## src/rtl/hockey_pkg.sv

```systemverilog
// Shared types and helpers for the air-hockey controller.
// State codes, direction codes and the wall-reflection step.
package hockey_pkg;

   typedef logic [3:0] state_t;

   localparam state_t S_IDLE      = 4'd0;
   localparam state_t S_DISPLAY   = 4'd1;
   localparam state_t S_HIT_A     = 4'd2;
   localparam state_t S_HIT_B     = 4'd3;
   localparam state_t S_SEND_A    = 4'd4;
   localparam state_t S_SEND_B    = 4'd5;
   localparam state_t S_RESP_A    = 4'd6;
   localparam state_t S_RESP_B    = 4'd7;
   localparam state_t S_GOAL_A    = 4'd8;
   localparam state_t S_GOAL_B    = 4'd9;
   localparam state_t S_GAME_OVER = 4'd10;

   localparam logic [1:0] DIR_STRAIGHT = 2'b00;
   localparam logic [1:0] DIR_UP       = 2'b01;
   localparam logic [1:0] DIR_DOWN     = 2'b10;

   typedef struct packed {
      logic [1:0]  dir;
      logic [15:0] y;
   } step_t;

   // One vertical step; bounces off the top/bottom rows.
   function automatic step_t reflect_step(
      input logic [1:0]  dir,
      input logic [15:0] y,
      input logic [15:0] ymax
   );
      step_t s;
      s.dir = dir;
      s.y   = y;
      case (dir)
         DIR_UP: begin
            if (y == ymax) begin
               s.dir = DIR_DOWN;
               s.y   = y - 16'd1;
            end else begin
               s.y = y + 16'd1;
            end
         end
         DIR_DOWN: begin
            if (y == 16'd0) begin
               s.dir = DIR_UP;
               s.y   = y + 16'd1;
            end else begin
               s.y = y - 16'd1;
            end
         end
         default: ;
      endcase
      return s;
   endfunction

endpackage

```

## src/rtl/hockey_arena_if.sv

```systemverilog
// Player-input / display-output bundle of the air-hockey controller.
// master drives the players and tick, slave is the controller.
interface hockey_arena_if #(
   parameter int COLS      = 5,
   parameter int ROWS      = 5,
   parameter int WIN_SCORE = 3
);
   localparam int XW = $clog2(COLS);
   localparam int YW = $clog2(ROWS);
   localparam int SW = $clog2(WIN_SCORE + 1);

   logic          tick;
   logic          btn_a;
   logic          btn_b;
   logic [1:0]    dir_a;
   logic [1:0]    dir_b;
   logic [YW-1:0] y_in_a;
   logic [YW-1:0] y_in_b;
   logic [XW-1:0] x_coord;
   logic [YW-1:0] y_coord;
   logic [3:0]    state_o;
   logic [SW-1:0] score_a;
   logic [SW-1:0] score_b;
   logic          game_over;
   logic          winner;

   modport master (
      output tick, btn_a, btn_b, dir_a, dir_b,
      output y_in_a, y_in_b,
      input  x_coord, y_coord, state_o,
      input  score_a, score_b, game_over, winner
   );

   modport slave (
      input  tick, btn_a, btn_b, dir_a, dir_b,
      input  y_in_a, y_in_b,
      output x_coord, y_coord, state_o,
      output score_a, score_b, game_over, winner
   );

endinterface

```

## src/rtl/hockey_tick_timer.sv

```systemverilog
// Tick-gated dwell counter with clear and terminal-count strobe.
// done fires on the tick that completes `limit` ticks.
module hockey_tick_timer #(
   parameter int W = 2
) (
   input  logic         clk,
   input  logic         rst,
   input  logic         clr,
   input  logic         tick,
   input  logic [W-1:0] limit,
   output logic         done
);

   logic [W-1:0] cnt;

   assign done = tick &&
      (({1'b0, cnt} + (W+1)'(1)) >= {1'b0, limit});

   always_ff @(posedge clk or negedge rst) begin
      if (!rst) begin
         cnt <= '0;
      end else if (clr || done) begin
         cnt <= '0;
      end else if (tick) begin
         cnt <= cnt + 1'b1;
      end
   end

endmodule

```

## src/rtl/hockey_arena.sv

```systemverilog
// Air-hockey game controller: serve, flight, returns, goals, game end.
// All dwell and flight timing is counted in tick strobes.
module hockey_arena
   import hockey_pkg::*;
#(
   parameter int COLS           = 5,
   parameter int ROWS           = 5,
   parameter int WIN_SCORE      = 3,
   parameter int STEP_TICKS     = 3,
   parameter int MIN_STEP_TICKS = 1,
   parameter int RESP_TICKS     = 3,
   parameter int HOLD_TICKS     = 3,
   parameter int SPEEDUP        = 1
) (
   input  logic         clk,
   input  logic         rst,
   hockey_arena_if.slave io
);

   localparam int XW = $clog2(COLS);
   localparam int YW = $clog2(ROWS);
   localparam int SW = $clog2(WIN_SCORE + 1);
   localparam int T1 =
      (STEP_TICKS > RESP_TICKS) ? STEP_TICKS : RESP_TICKS;
   localparam int TMAX = (T1 > HOLD_TICKS) ? T1 : HOLD_TICKS;
   localparam int TW = $clog2(TMAX + 1);

   localparam logic [XW-1:0] X_MAX = XW'(COLS - 1);
   localparam logic [XW-1:0] X_RB  = XW'(COLS - 2);
   localparam logic [XW-1:0] X_ONE = XW'(1);
   localparam logic [YW-1:0] Y_MAX = YW'(ROWS - 1);
   localparam logic [SW-1:0] S_WIN = SW'(WIN_SCORE);
   localparam logic [TW-1:0] P_STEP = TW'(STEP_TICKS);
   localparam logic [TW-1:0] P_MIN  = TW'(MIN_STEP_TICKS);
   localparam logic [TW-1:0] P_RESP = TW'(RESP_TICKS);
   localparam logic [TW-1:0] P_HOLD = TW'(HOLD_TICKS);

   state_t        st, st_n;
   logic [XW-1:0] x, x_n;
   logic [YW-1:0] y, y_n;
   logic [1:0]    dir, dir_n;
   logic [TW-1:0] per, per_n, per_ret;
   logic [SW-1:0] sa, sa_n, sb, sb_n;
   logic          go, go_n;
   logic          win, win_n;
   logic          srv_b, srv_b_n;
   logic [TW-1:0] lim;
   logic          done;
   step_t         s;

   hockey_tick_timer #(.W(TW)) u_tmr (
      .clk   (clk),
      .rst   (rst),
      .clr   (st_n != st),
      .tick  (io.tick),
      .limit (lim),
      .done  (done)
   );

   always_comb begin
      case (st)
         S_SEND_A, S_SEND_B: lim = per;
         S_RESP_A, S_RESP_B: lim = P_RESP;
         default:            lim = P_HOLD;
      endcase
   end

   // Returned puck speeds up, floored at the minimum period.
   always_comb begin
      per_ret = per;
      if (SPEEDUP != 0) begin
         per_ret = (per > P_MIN) ? per - 1'b1 : P_MIN;
      end
   end

   always_comb begin
      st_n    = st;
      x_n     = x;
      y_n     = y;
      dir_n   = dir;
      per_n   = per;
      sa_n    = sa;
      sb_n    = sb;
      go_n    = go;
      win_n   = win;
      srv_b_n = srv_b;
      s       = '0;
      case (st)
         S_IDLE: begin
            if (io.btn_a || io.btn_b) begin
               srv_b_n = !io.btn_a;
               sa_n    = '0;
               sb_n    = '0;
               go_n    = 1'b0;
               win_n   = 1'b0;
               st_n    = S_DISPLAY;
            end
         end
         S_DISPLAY: begin
            if (done) st_n = srv_b ? S_HIT_B : S_HIT_A;
         end
         S_HIT_A: begin
            if (io.btn_a && io.y_in_a <= Y_MAX) begin
               x_n   = '0;
               y_n   = io.y_in_a;
               dir_n = io.dir_a;
               per_n = P_STEP;
               st_n  = S_SEND_B;
            end
         end
         S_HIT_B: begin
            if (io.btn_b && io.y_in_b <= Y_MAX) begin
               x_n   = X_MAX;
               y_n   = io.y_in_b;
               dir_n = io.dir_b;
               per_n = P_STEP;
               st_n  = S_SEND_A;
            end
         end
         S_SEND_B: begin
            if (done) begin
               s     = reflect_step(dir, 16'(y), 16'(Y_MAX));
               y_n   = s.y[YW-1:0];
               dir_n = s.dir;
               x_n   = x + 1'b1;
               if (x + 1'b1 == X_MAX) st_n = S_RESP_B;
            end
         end
         S_SEND_A: begin
            if (done) begin
               s     = reflect_step(dir, 16'(y), 16'(Y_MAX));
               y_n   = s.y[YW-1:0];
               dir_n = s.dir;
               x_n   = x - 1'b1;
               if (x == X_ONE) st_n = S_RESP_A;
            end
         end
         S_RESP_B: begin
            if (io.btn_b && io.y_in_b == y) begin
               s     = reflect_step(io.dir_b, 16'(y), 16'(Y_MAX));
               y_n   = s.y[YW-1:0];
               dir_n = s.dir;
               x_n   = X_RB;
               per_n = per_ret;
               st_n  = S_SEND_A;
            end else if (done) begin
               sa_n = (sa == S_WIN) ? sa : sa + 1'b1;
               st_n = S_GOAL_A;
            end
         end
         S_RESP_A: begin
            if (io.btn_a && io.y_in_a == y) begin
               s     = reflect_step(io.dir_a, 16'(y), 16'(Y_MAX));
               y_n   = s.y[YW-1:0];
               dir_n = s.dir;
               x_n   = X_ONE;
               per_n = per_ret;
               st_n  = S_SEND_B;
            end else if (done) begin
               sb_n = (sb == S_WIN) ? sb : sb + 1'b1;
               st_n = S_GOAL_B;
            end
         end
         S_GOAL_A: begin
            if (done) begin
               if (sa == S_WIN) begin
                  go_n  = 1'b1;
                  win_n = 1'b0;
                  st_n  = S_GAME_OVER;
               end else begin
                  st_n = S_HIT_B;
               end
            end
         end
         S_GOAL_B: begin
            if (done) begin
               if (sb == S_WIN) begin
                  go_n  = 1'b1;
                  win_n = 1'b1;
                  st_n  = S_GAME_OVER;
               end else begin
                  st_n = S_HIT_A;
               end
            end
         end
         S_GAME_OVER: begin
            if (done) st_n = S_IDLE;
         end
         default: st_n = S_IDLE;
      endcase
   end

   always_ff @(posedge clk or negedge rst) begin
      if (!rst) begin
         st    <= S_IDLE;
         x     <= '0;
         y     <= '0;
         dir   <= DIR_STRAIGHT;
         per   <= P_STEP;
         sa    <= '0;
         sb    <= '0;
         go    <= 1'b0;
         win   <= 1'b0;
         srv_b <= 1'b0;
      end else begin
         st    <= st_n;
         x     <= x_n;
         y     <= y_n;
         dir   <= dir_n;
         per   <= per_n;
         sa    <= sa_n;
         sb    <= sb_n;
         go    <= go_n;
         win   <= win_n;
         srv_b <= srv_b_n;
      end
   end

   assign io.x_coord   = x;
   assign io.y_coord   = y;
   assign io.state_o   = st;
   assign io.score_a   = sa;
   assign io.score_b   = sb;
   assign io.game_over = go;
   assign io.winner    = win;

endmodule

```

## src/flat_wrapper.sv

```systemverilog
// flat-port wrapper written by rule: the top's interface ports become plain ports
module hockey_arena_flat import hockey_pkg::*;
#(
   parameter int COLS           = 5,
   parameter int ROWS           = 5,
   parameter int WIN_SCORE      = 3,
   parameter int STEP_TICKS     = 3,
   parameter int MIN_STEP_TICKS = 1,
   parameter int RESP_TICKS     = 3,
   parameter int HOLD_TICKS     = 3,
   parameter int SPEEDUP        = 1
)
  (clk, rst, io_tick, io_btn_a, io_btn_b, io_dir_a, io_dir_b, io_y_in_a, io_y_in_b, io_x_coord, io_y_coord, io_state_o, io_score_a, io_score_b, io_game_over, io_winner);
  hockey_arena_if #(.COLS(COLS), .ROWS(ROWS), .WIN_SCORE(WIN_SCORE)) io_i ();
  input  logic clk;
  input  logic rst;
  input wire logic [$bits(io_i.tick)-1:0] io_tick;
  input wire logic [$bits(io_i.btn_a)-1:0] io_btn_a;
  input wire logic [$bits(io_i.btn_b)-1:0] io_btn_b;
  input wire logic [$bits(io_i.dir_a)-1:0] io_dir_a;
  input wire logic [$bits(io_i.dir_b)-1:0] io_dir_b;
  input wire logic [$bits(io_i.y_in_a)-1:0] io_y_in_a;
  input wire logic [$bits(io_i.y_in_b)-1:0] io_y_in_b;
  output wire logic [$bits(io_i.x_coord)-1:0] io_x_coord;
  output wire logic [$bits(io_i.y_coord)-1:0] io_y_coord;
  output wire logic [$bits(io_i.state_o)-1:0] io_state_o;
  output wire logic [$bits(io_i.score_a)-1:0] io_score_a;
  output wire logic [$bits(io_i.score_b)-1:0] io_score_b;
  output wire logic [$bits(io_i.game_over)-1:0] io_game_over;
  output wire logic [$bits(io_i.winner)-1:0] io_winner;
  assign io_i.tick = io_tick;
  assign io_i.btn_a = io_btn_a;
  assign io_i.btn_b = io_btn_b;
  assign io_i.dir_a = io_dir_a;
  assign io_i.dir_b = io_dir_b;
  assign io_i.y_in_a = io_y_in_a;
  assign io_i.y_in_b = io_y_in_b;
  assign io_x_coord = io_i.x_coord;
  assign io_y_coord = io_i.y_coord;
  assign io_state_o = io_i.state_o;
  assign io_score_a = io_i.score_a;
  assign io_score_b = io_i.score_b;
  assign io_game_over = io_i.game_over;
  assign io_winner = io_i.winner;
  hockey_arena #(.COLS(COLS), .ROWS(ROWS), .WIN_SCORE(WIN_SCORE), .STEP_TICKS(STEP_TICKS), .MIN_STEP_TICKS(MIN_STEP_TICKS), .RESP_TICKS(RESP_TICKS), .HOLD_TICKS(HOLD_TICKS), .SPEEDUP(SPEEDUP)) u_core (.clk(clk), .rst(rst), .io(io_i));
endmodule
```

## config.mk

```make
export PLATFORM = sky130hd
export DESIGN_NAME = hockey_arena_flat
export DESIGN_NICKNAME = d
export VERILOG_FILES = /design/src/rtl/hockey_pkg.sv /design/src/rtl/hockey_arena_if.sv /design/src/rtl/hockey_tick_timer.sv /design/src/rtl/hockey_arena.sv /design/src/flat_wrapper.sv
export SDC_FILE = /design/constraint.sdc
export NUM_CORES = 1
export LEC_CHECK = 0
export BUFFER_PORTS_ARGS = -buffer_cell sky130_fd_sc_hd__buf_2
export CELL_PAD_IN_SITES_DETAIL_PLACEMENT = 1
export CELL_PAD_IN_SITES_GLOBAL_PLACEMENT = 2
export CORE_MARGIN = 2
export CORE_UTILIZATION = 25
export DETAILED_ROUTE_END_ITERATION = 6
export PLACE_DENSITY = 0.6
export SLEW_MARGIN = 20
export SYNTH_ARGS = -nofsm -noshare
export SYNTH_HDL_FRONTEND = slang
export SYNTH_SLANG_ARGS = --single-unit
export TNS_END_PERCENT = 5
```

## constraint.sdc

```tcl
create_clock -name clk -period 3 [get_ports clk]
set_input_delay 0.6 -clock clk [delete_from_list [all_inputs] [get_ports clk]]
set_output_delay 0.6 -clock clk [all_outputs]
set_load 0.01 [all_outputs]
```

[Word-level counts from Yosys, hierarchy flattened]
Index checks and enable logic that the tools add are counted.
Cells by class
  add/subtract/negate cells: 9
  order comparisons: 4
  eq/ne operators: 47
  multiplexer cells: 76
  reductions and logical operators: 26
Operators with widths (count)
  one-hot mux 18 bit (2 select lines): 3
  2-to-1 mux 4 bit: 17
  2-to-1 mux 2 bit: 26
  one-hot mux 4 bit (11 select lines): 1
  2-to-1 mux 3 bit: 11
  2-to-1 mux 16 bit: 2
  != test 2 bit (second input constant): 10
  one-hot mux 3 bit (6 select lines): 1
  AND reduction 9 bit: 2
  == test 4 x 3 -> 1 bit (second input constant): 4
  != test 2 x 1 -> 1 bit (second input constant): 8
  one-hot mux 3 bit (5 select lines): 1
  AND reduction 5 bit: 3
  == test 4 bit (second input constant): 3
  == test 2 bit (second input constant): 5
  one-hot mux 2 bit (5 select lines): 1
  == test 4 x 2 -> 1 bit (second input constant): 2
  2-to-1 mux 1 bit: 8
  one-hot mux 2 bit (2 select lines): 2
  one-hot mux 2 bit (4 select lines): 1
  AND reduction 7 bit: 1
  adder 2 x 1 -> 2 bit (second input constant): 3
  == test 2 x 1 -> 1 bit (second input constant): 3
  == test 3 bit: 2
  other kinds (30): 42
Storage, ports and cells
  register bits after elaboration: 23
  input port bits: 15
  output and inout port bits: 16
  logic and storage cells: 173

[Logic depth before layout (Yosys ltp)]
Gate-level depths: netlist of the first run.
  word-level depth: 11
  gate-level depth with buffers: 11
  mapped depth without buffers: 9

[Modules after synthesis]
Synthesis of the first run repeated with hierarchy kept, for this count alone.
Second synthesis, totals
  cells, all modules: 266
  area total of the unflattened synthesis: 2168.3 µm²
Modules (own cells, without submodules)
  hockey_arena: instances 1, cells each 250, area each 2004.4 µm², seq. area each 528.0 µm²
  hockey_tick_timer: instances 1, cells each 16, area each 163.9 µm², seq. area each 50.0 µm²

[Least setup slack after synthesis of the first run]
OpenSTA, ideal clock, no wires.
  kind: register -> register
  from: register u_core.st[1], in the netlist u_core.io.state_o[1]
  to: register u_core.sa[0], in the netlist u_core.io.score_a[0]
  library setup time: 0.130 ns
  arrival: 2.517 ns
  data required time: 2.870 ns
  slack: 0.353 ns
  cell stages (with the launch flop): 11
  path buffers: 2
  clock period less this slack: 2.647 ns
  path through: dfrtp_1 -> buf_6 -> clkbuf_1 -> or3_1 -> ha_1 -> nand2b_1 -> a31o_2 -> nand2_1 -> or4_1 -> nand3_1 -> o21ai_0
Between the ends
  word-level cells in the longest chain between the ends: 7
  elaborated cells on any way between the ends: 15
  those cells by class: order compare (1); eq/ne (7); mux (2); reduce/logical (5)
Ends and longest elaborated chain
  start: declaration: RTL line hockey_arena.sv:38  | state_t st, st_n;
  start signal: assignment: RTL line hockey_arena.sv:206  | st <= st_n;
  == test 4 x 3 -> 1 bit: RTL line hockey_arena.sv:61  | case (st)
  OR reduction 2 bit (no source line)
  2-to-1 mux 2 bit: RTL line hockey_arena.sv:61
  >= comparator 3 x 2 -> 1 bit: RTL line hockey_tick_timer.sv:17  | (({1'b0, cnt} + (W+1)'(1)) >= {1'b0, limit});
  logical AND 1 bit: RTL line hockey_tick_timer.sv:16  | assign done = tick &&
  != test 2 bit (no source line)
  AND reduction 5 bit (no source line)
  end signal: assignment: RTL line hockey_arena.sv:211  | sa <= sa_n;
  end: declaration: RTL line hockey_arena.sv:43  | logic [SW-1:0] sa, sa_n, sb, sb_n;
Several ways; a longest one is shown, not always the timed one.
A chain may end at the register's enable or synchronous reset.

[Worst setup path after layout of the first run]
  from: register u_core.st[3], in the netlist u_core.io.state_o[3]
  to: register u_core.sa[1], in the netlist u_core.io.score_a[1]
The elaborated chain is that of the path after synthesis.

==> impl_metrics.toml, run 1 <==
[outcome]
status = "finished clean"

[clock_tree]
clockRootBuffer = "clkbuf_8"
cts_buffers = 3
post-cts-setup-buffer-count = 0
clockBufferDepth = 2
cts_tree = "built"
cts-resized-gates = 0
postCtsHoldBufs = 0
cts_num_sinks = 23
clock_latency_ns = 0.27
h-tree-depth = 1
clk_pin_slew_ns = 0.09

[logic_synthesis]
synth-main-ff-cell = "dfrtp_1"
syn_inst = 274
ys.warnings.count = 0
syn_avg_cell_area_um2 = 8.48
yosysSeqAreaShare_pct = 24.9
synth-edff-count = 0
synth_area_mm2 = 0.00232
synth-async-reset-ratio_pct = 100
synth_seq_cells = 23
synth_nets = 307
synth_cell_types = 68

[sta]
fin_skew_ns = 0.00414
drv_slew = 0
max_freq_ghz = 0.391
final_hold_viol_count = 0
timing.final.crit_period_ns = 2.56
finalCritPeriodShare_pct = 85.4
fin_tns_setup_ns = 0
slew_headroom_pct = 58.9
rsz0062_at_grt = "false"
setup_viol = 0
worst_slew_pin_slew_ns = 0.615
hold_slack_ns = 0.303

[routing]
viasPerCell = 5.19
drt_wl_total_um = 7360
firstDrtPassIters = 4
drc = 0
dr_total_vias = 2154
wl_per_cell_um = 17.7
antenna_left = 0
drt_iter0_drc = 81

[finish]
layout-drive-gt1-share_pct = 22.0
n_antenna_cell = 0
syn2layout_area_growth_pct = 13.3
fin_nets = 338

[floorplan]
die_x_um = 100
ios = 31
die_area_mm2 = 0.0101
start_util_pct = 25.5
core_area_mm2 = 0.00911
die_y_um = 100
rows = 35

[global_route]
grtUsageTotal_pct = 15.3
grt_max_degree = 26
antenna_found_initial = 0
grt_pass1_vias = 2218
grt_pass1_wl_um = 12200
overflow = 0

[power]
ir_worst_vdd_v = 0.000295
p_leak_uw = 0.00113
cellPowerDensity_mw_per_mm2 = 865

[run]
drv_cap = 0

[critical_path]
crit_fanout = 7
cp_top_family = "simple AND/OR/NAND/NOR gates"
startpoint_type = "register"
cpMaxStageDelayCell = "or4_1"
cpPeakStageDelay_ns = 0.61
r2r_start = "u_core.io.state_o[3]"
cp_cell_sequence = "nand2b_2 -> or3_1 -> ha_1 -> nand2b_1 -> a31o_2 -> nand2_1 -> or4_1 -> nand3_1 -> o21ai_0"
cp.required_ns = 3.16
cp.arrival_ns = 2.72
cp-end-kind = "register"
startpoint = "u_core.io.state_o[3]"
crit_type = "reg2reg"
crit_buf_inv = 0

[place]
hpwl_um = 5760
port-buffer-count = 30
place_congestion = 0.814

[min_path]
worstHoldPathType = "in2async"
==> where the power goes <==
group	switching, µW	internal [µW]
clock network	110	92.9
registers	125	422
logic	902	625
total	1140	1140
==> layout by cell type (no fill, tap or decap), types with 3 or more instances in the layout <==
| master | n |
|---|---|
| inv_1 | 19 |
| ha_1 | 17 |
| a31o_2 | 3 |
| nor2b_1 | 3 |
| nand2_1 | 16 |
| nand3_1 | 9 |
| a211oi_1 | 9 |
| a31oi_1 | 5 |
| a21oi_1 | 20 |
| mux2_1 | 3 |
| mux2i_1 | 11 |
| nand2b_1 | 8 |
| buf_4 | 11 |
| o22ai_1 | 5 |
| dfrtp_1 | 21 |
| xnor2_1 | 7 |
| a22oi_1 | 4 |
| clkbuf_8 | 3 |
| or3_1 | 3 |
| o21ai_0 | 11 |
| buf_2 | 30 |
| nor2_1 | 26 |
| mux2_2 | 4 |
==> sequential cells by signal, summed over array words and instances (netlist names) <==
register             count
u_core.dir               2
u_core.io.game_over      1
u_core.io.score_a        2
u_core.io.score_b        2
u_core.io.state_o        4
u_core.io.winner         1
u_core.io.x_coord        3
u_core.io.y_coord        3
u_core.per               2
u_core.srv_b             1
u_core.u_tmr.cnt         2
==> path summary, 6_finish.rpt <==
kind                                   endpoint  slack [ns]  cells past startpoint
setup / recovery           u_core.io.score_a[1]        0.44                      9
hold reg to reg             u_core.io.game_over        0.50                      1
max in group asynchronous         u_core.per[1]        2.33                      1
min in group clk            u_core.io.game_over        0.50                      1
setup reg to reg           u_core.io.score_a[1]        0.44                      9
hold / removal             u_core.io.x_coord[1]        0.30                      1
==> routing by layer <==
metal	GRT usage [%]	vias up	part of all wire [%]
li1	-	1064	-
met1	22.1	1053	50
met2	25.2	35	47
met3	2.16	2	3.0
met4	1.26	0	0.38
met5	0	-	0
==> cell type report <==
type / count / area [µm²]
inverter: 20 / 75.1
fill: 1120 / 6480
timing repair buffer: 41 / 233
tap: 111 / 139
clock buffer: 3 / 41.3
multi-input combinational: 216 / 1560
sequential: 23 / 578
clock inverter: 1 / 5.00
==> through the flow <==
stage	total power, µW	setup WS, ns	cell area, µm²	std cells	util [%]
after detailed placement	2090	0.459	2580	411	28.4
after floorplan	1650	0.353	2320	274	-
after global routing	2520	0.238	2630	415	28.9
after CTS	2310	0.437	2630	415	28.9
after global placement	2080	0.504	2580	411	28.4
final	2280	0.439	2630	415	28.9
==> worst register-to-register path, stage by stage, from the launching register on <==
cell      delay [ns]
dfrtp_1         0.40
nand2b_2        0.19
or3_1           0.31
ha_1            0.27
nand2b_1        0.09
a31o_2          0.21
nand2_1         0.18
or4_1           0.61
nand3_1         0.11
o21ai_0         0.09
==> logic make-up after synthesis <==
| family | Yosys count | share of synthesized area [%] |
|---|---|---|
| simple gates | 83 | 19.1 |
| compound gates | 87 | 25.8 |
| mux | 18 | 8.14 |
| buf+inv | 35 | 7.97 |
| fa+ha+maj | 18 | 10.0 |
| flops | 23 | 24.9 |
| xor+xnor | 10 | 4.10 |
==> cell usage after synthesis (4+ instances only) <==
| cell | count | area, µm² |
|---|---|---|
| nor2_1 | 26 | 97.6 |
| dfrtp_1 | 21 | 526 |
| a21oi_1 | 20 | 100 |
| inv_1 | 19 | 71.3 |
| ha_1 | 17 | 213 |
| nand2_1 | 16 | 60.1 |
| mux2i_1 | 11 | 110 |
| o21ai_0 | 11 | 55.1 |
| a211oi_1 | 9 | 67.6 |
| nand3_1 | 9 | 45.0 |
| nand2b_1 | 8 | 50.1 |
| xnor2_1 | 7 | 61.3 |
| a31oi_1 | 5 | 31.3 |
| buf_6 | 5 | 56.3 |
| clkbuf_1 | 5 | 18.8 |
| o22ai_1 | 5 | 31.3 |
| a22oi_1 | 4 | 30.0 |
| mux2_2 | 4 | 45.0 |
No activity file was read; power rests on OpenSTA's default activity.
==> run 2: changes to the inputs <==
REMOVE_ABC_BUFFERS = 1   (was not set)
==> impl_metrics.toml, run 2 (synthesis results as in run 1) <==
[outcome]
status = "finished clean"

[place]
place_congestion = 0.777
dpl_cell_area_mm2 = 0.00258
port-buffer-count = 30
hpwl_um = 5720

[finish]
n_antenna_cell = 0
n_fill_cell = 1113
final_common_cell = "buf_2"
largest_register_ffs = 4
syn2layout_area_growth_pct = 13.3
final_area_mm2 = 0.00263
layout_common_cells = "buf_2, nor2_1, dfrtp_1, a21oi_1, inv_1"
layout-drive-gt1-share_pct = 22.0
utilization_pct = 28.9
fin_nets = 338

[power]
p_leak_uw = 0.00113
clkPwrFrac_pct = 9.3
ir_worst_vdd_v = 0.000349
p_sw_share_pct = 50.0
p_sw_uw = 1140
cellPowerDensity_mw_per_mm2 = 867
p_seq_share_pct = 24.6
comb_power_share_pct = 66.1
p_int_uw = 1140

[critical_path]
cp-end-kind = "register"
cp_top_family = "simple AND/OR/NAND/NOR gates"
cpPeakStageDelay_ns = 0.60
cpMaxStageDelayCell = "or4_1"
cp_cell_sequence = "nand2b_2 -> or3_1 -> ha_1 -> nand2b_1 -> a31o_2 -> nand2_1 -> or4_1 -> nand3_1 -> o21ai_0"
crit_fanout = 7
crit_buf_inv = 0
cp.arrival_ns = 2.75
startpoint_type = "register"
cp.required_ns = 3.16
crit_type = "reg2reg"

[sta]
finalCritPeriodShare_pct = 86.2
fin_tns_setup_ns = 0
fin_skew_ns = 0.00224
drv_slew = 0
slew_headroom_pct = 62.1
rsz0062_at_grt = "false"
final_hold_viol_count = 0
setup_viol = 0
max_freq_ghz = 0.387
timing.final.crit_period_ns = 2.58
worst_slew_pin_slew_ns = 0.563

[clock_tree]
cts_buffers = 3
h-tree-depth = 1
cts_tree = "built"
clock_latency_ns = 0.28
cts-resized-gates = 0
postCtsHoldBufs = 0
clk_pin_slew_ns = 0.09
clockRootBuffer = "clkbuf_8"
post-cts-setup-buffer-count = 0
cts_num_sinks = 23
clockBufferDepth = 2

[global_route]
grt_pass1_wl_um = 12200
antenna_found_initial = 0
grt_pass1_vias = 2282
overflow = 0
grtUsageTotal_pct = 15.1
grt_max_degree = 25

[routing]
viasPerCell = 5.17
drt_iter0_drc = 139
drc = 0
dr_total_vias = 2144
firstDrtPassIters = 4
antenna_left = 0
drt_wl_total_um = 7340
wl_per_cell_um = 17.7

[floorplan]
start_util_pct = 25.5
ios = 31
die_area_mm2 = 0.0101
die_y_um = 100
die_x_um = 100
rows = 35
core_area_mm2 = 0.00911

[run]
drv_cap = 0

[min_path]
worstHoldPathType = "in2async"
-- run 2: cell counts in the layout (fill, tap and decap cells not counted) --
Identical to the previous run, type by type.
-- run 2: area by class of cell --
cell class | count | area (µm²) | share of cell area [%]
clock buffer | 3 | 41.3 | 1.57
clock inverter | 1 | 5.00 | 0.190
inverter | 20 | 75.1 | 2.85
multi-input combinational | 216 | 1560 | 59.3
sequential | 23 | 578 | 22.0
tap | 111 | 139 | 5.28
timing repair buffer | 41 | 233 | 8.85
-- run 2: path summary, 6_finish.rpt --
kind / startpoint / end / slack [ns] / cells after the start
setup / recovery: u_core.io.state_o[3] / u_core.io.score_a[0] / 0.42 / 9
hold / removal: rst / u_core.io.state_o[0] / 0.31 / 1
setup reg to reg: u_core.io.state_o[3] / u_core.io.score_a[0] / 0.42 / 9
hold reg to reg: u_core.io.game_over / u_core.io.game_over / 0.50 / 1
max in group asynchronous: rst / u_core.io.y_coord[0] / 2.31 / 1
min in group clk: u_core.io.game_over / u_core.io.game_over / 0.50 / 1
-- run 2: power by group through the flow --
stage                     registers (µW)  clock network [µW]  logic [µW]
after floorplan                      638                   0         927
after global placement               566                   0        1520
after detailed placement             573                   0        1520
after CTS                            567                 216        1530
after global routing                 585                 230        1690
final                                562                 211        1510
-- run 2: worst register-to-register path, stage by stage, from the launching register on --
cell	delay, ns
dfrtp_1	0.42
nand2b_2	0.19
or3_1	0.31
ha_1	0.27
nand2b_1	0.09
a31o_2	0.21
nand2_1	0.17
or4_1	0.60
nand3_1	0.11
o21ai_0	0.10
-- run 2: routing by layer --
layer | share of wire (%) | up-vias | GRT usage [%]
li1 | - | 1063 | -
met1 | 50 | 1048 | 21.2
met2 | 47 | 28 | 25.2
met3 | 2.4 | 5 | 2.51
met4 | 0.60 | 0 | 1.69
met5 | 0 | - | 0
-- run 2: metrics by stage --
stage / power, µW / instances / worst slack [ns] / hold slack, ns
after floorplan: 1570 / 259 / 0.184 / 0.304
after global placement: 2090 / 411 / 0.492 / 0.477
after detailed placement: 2090 / 411 / 0.414 / 0.488
after CTS: 2310 / 415 / 0.399 / 0.330
after global routing: 2500 / 415 / 0.233 / 0.340
final: 2280 / 415 / 0.415 / 0.308
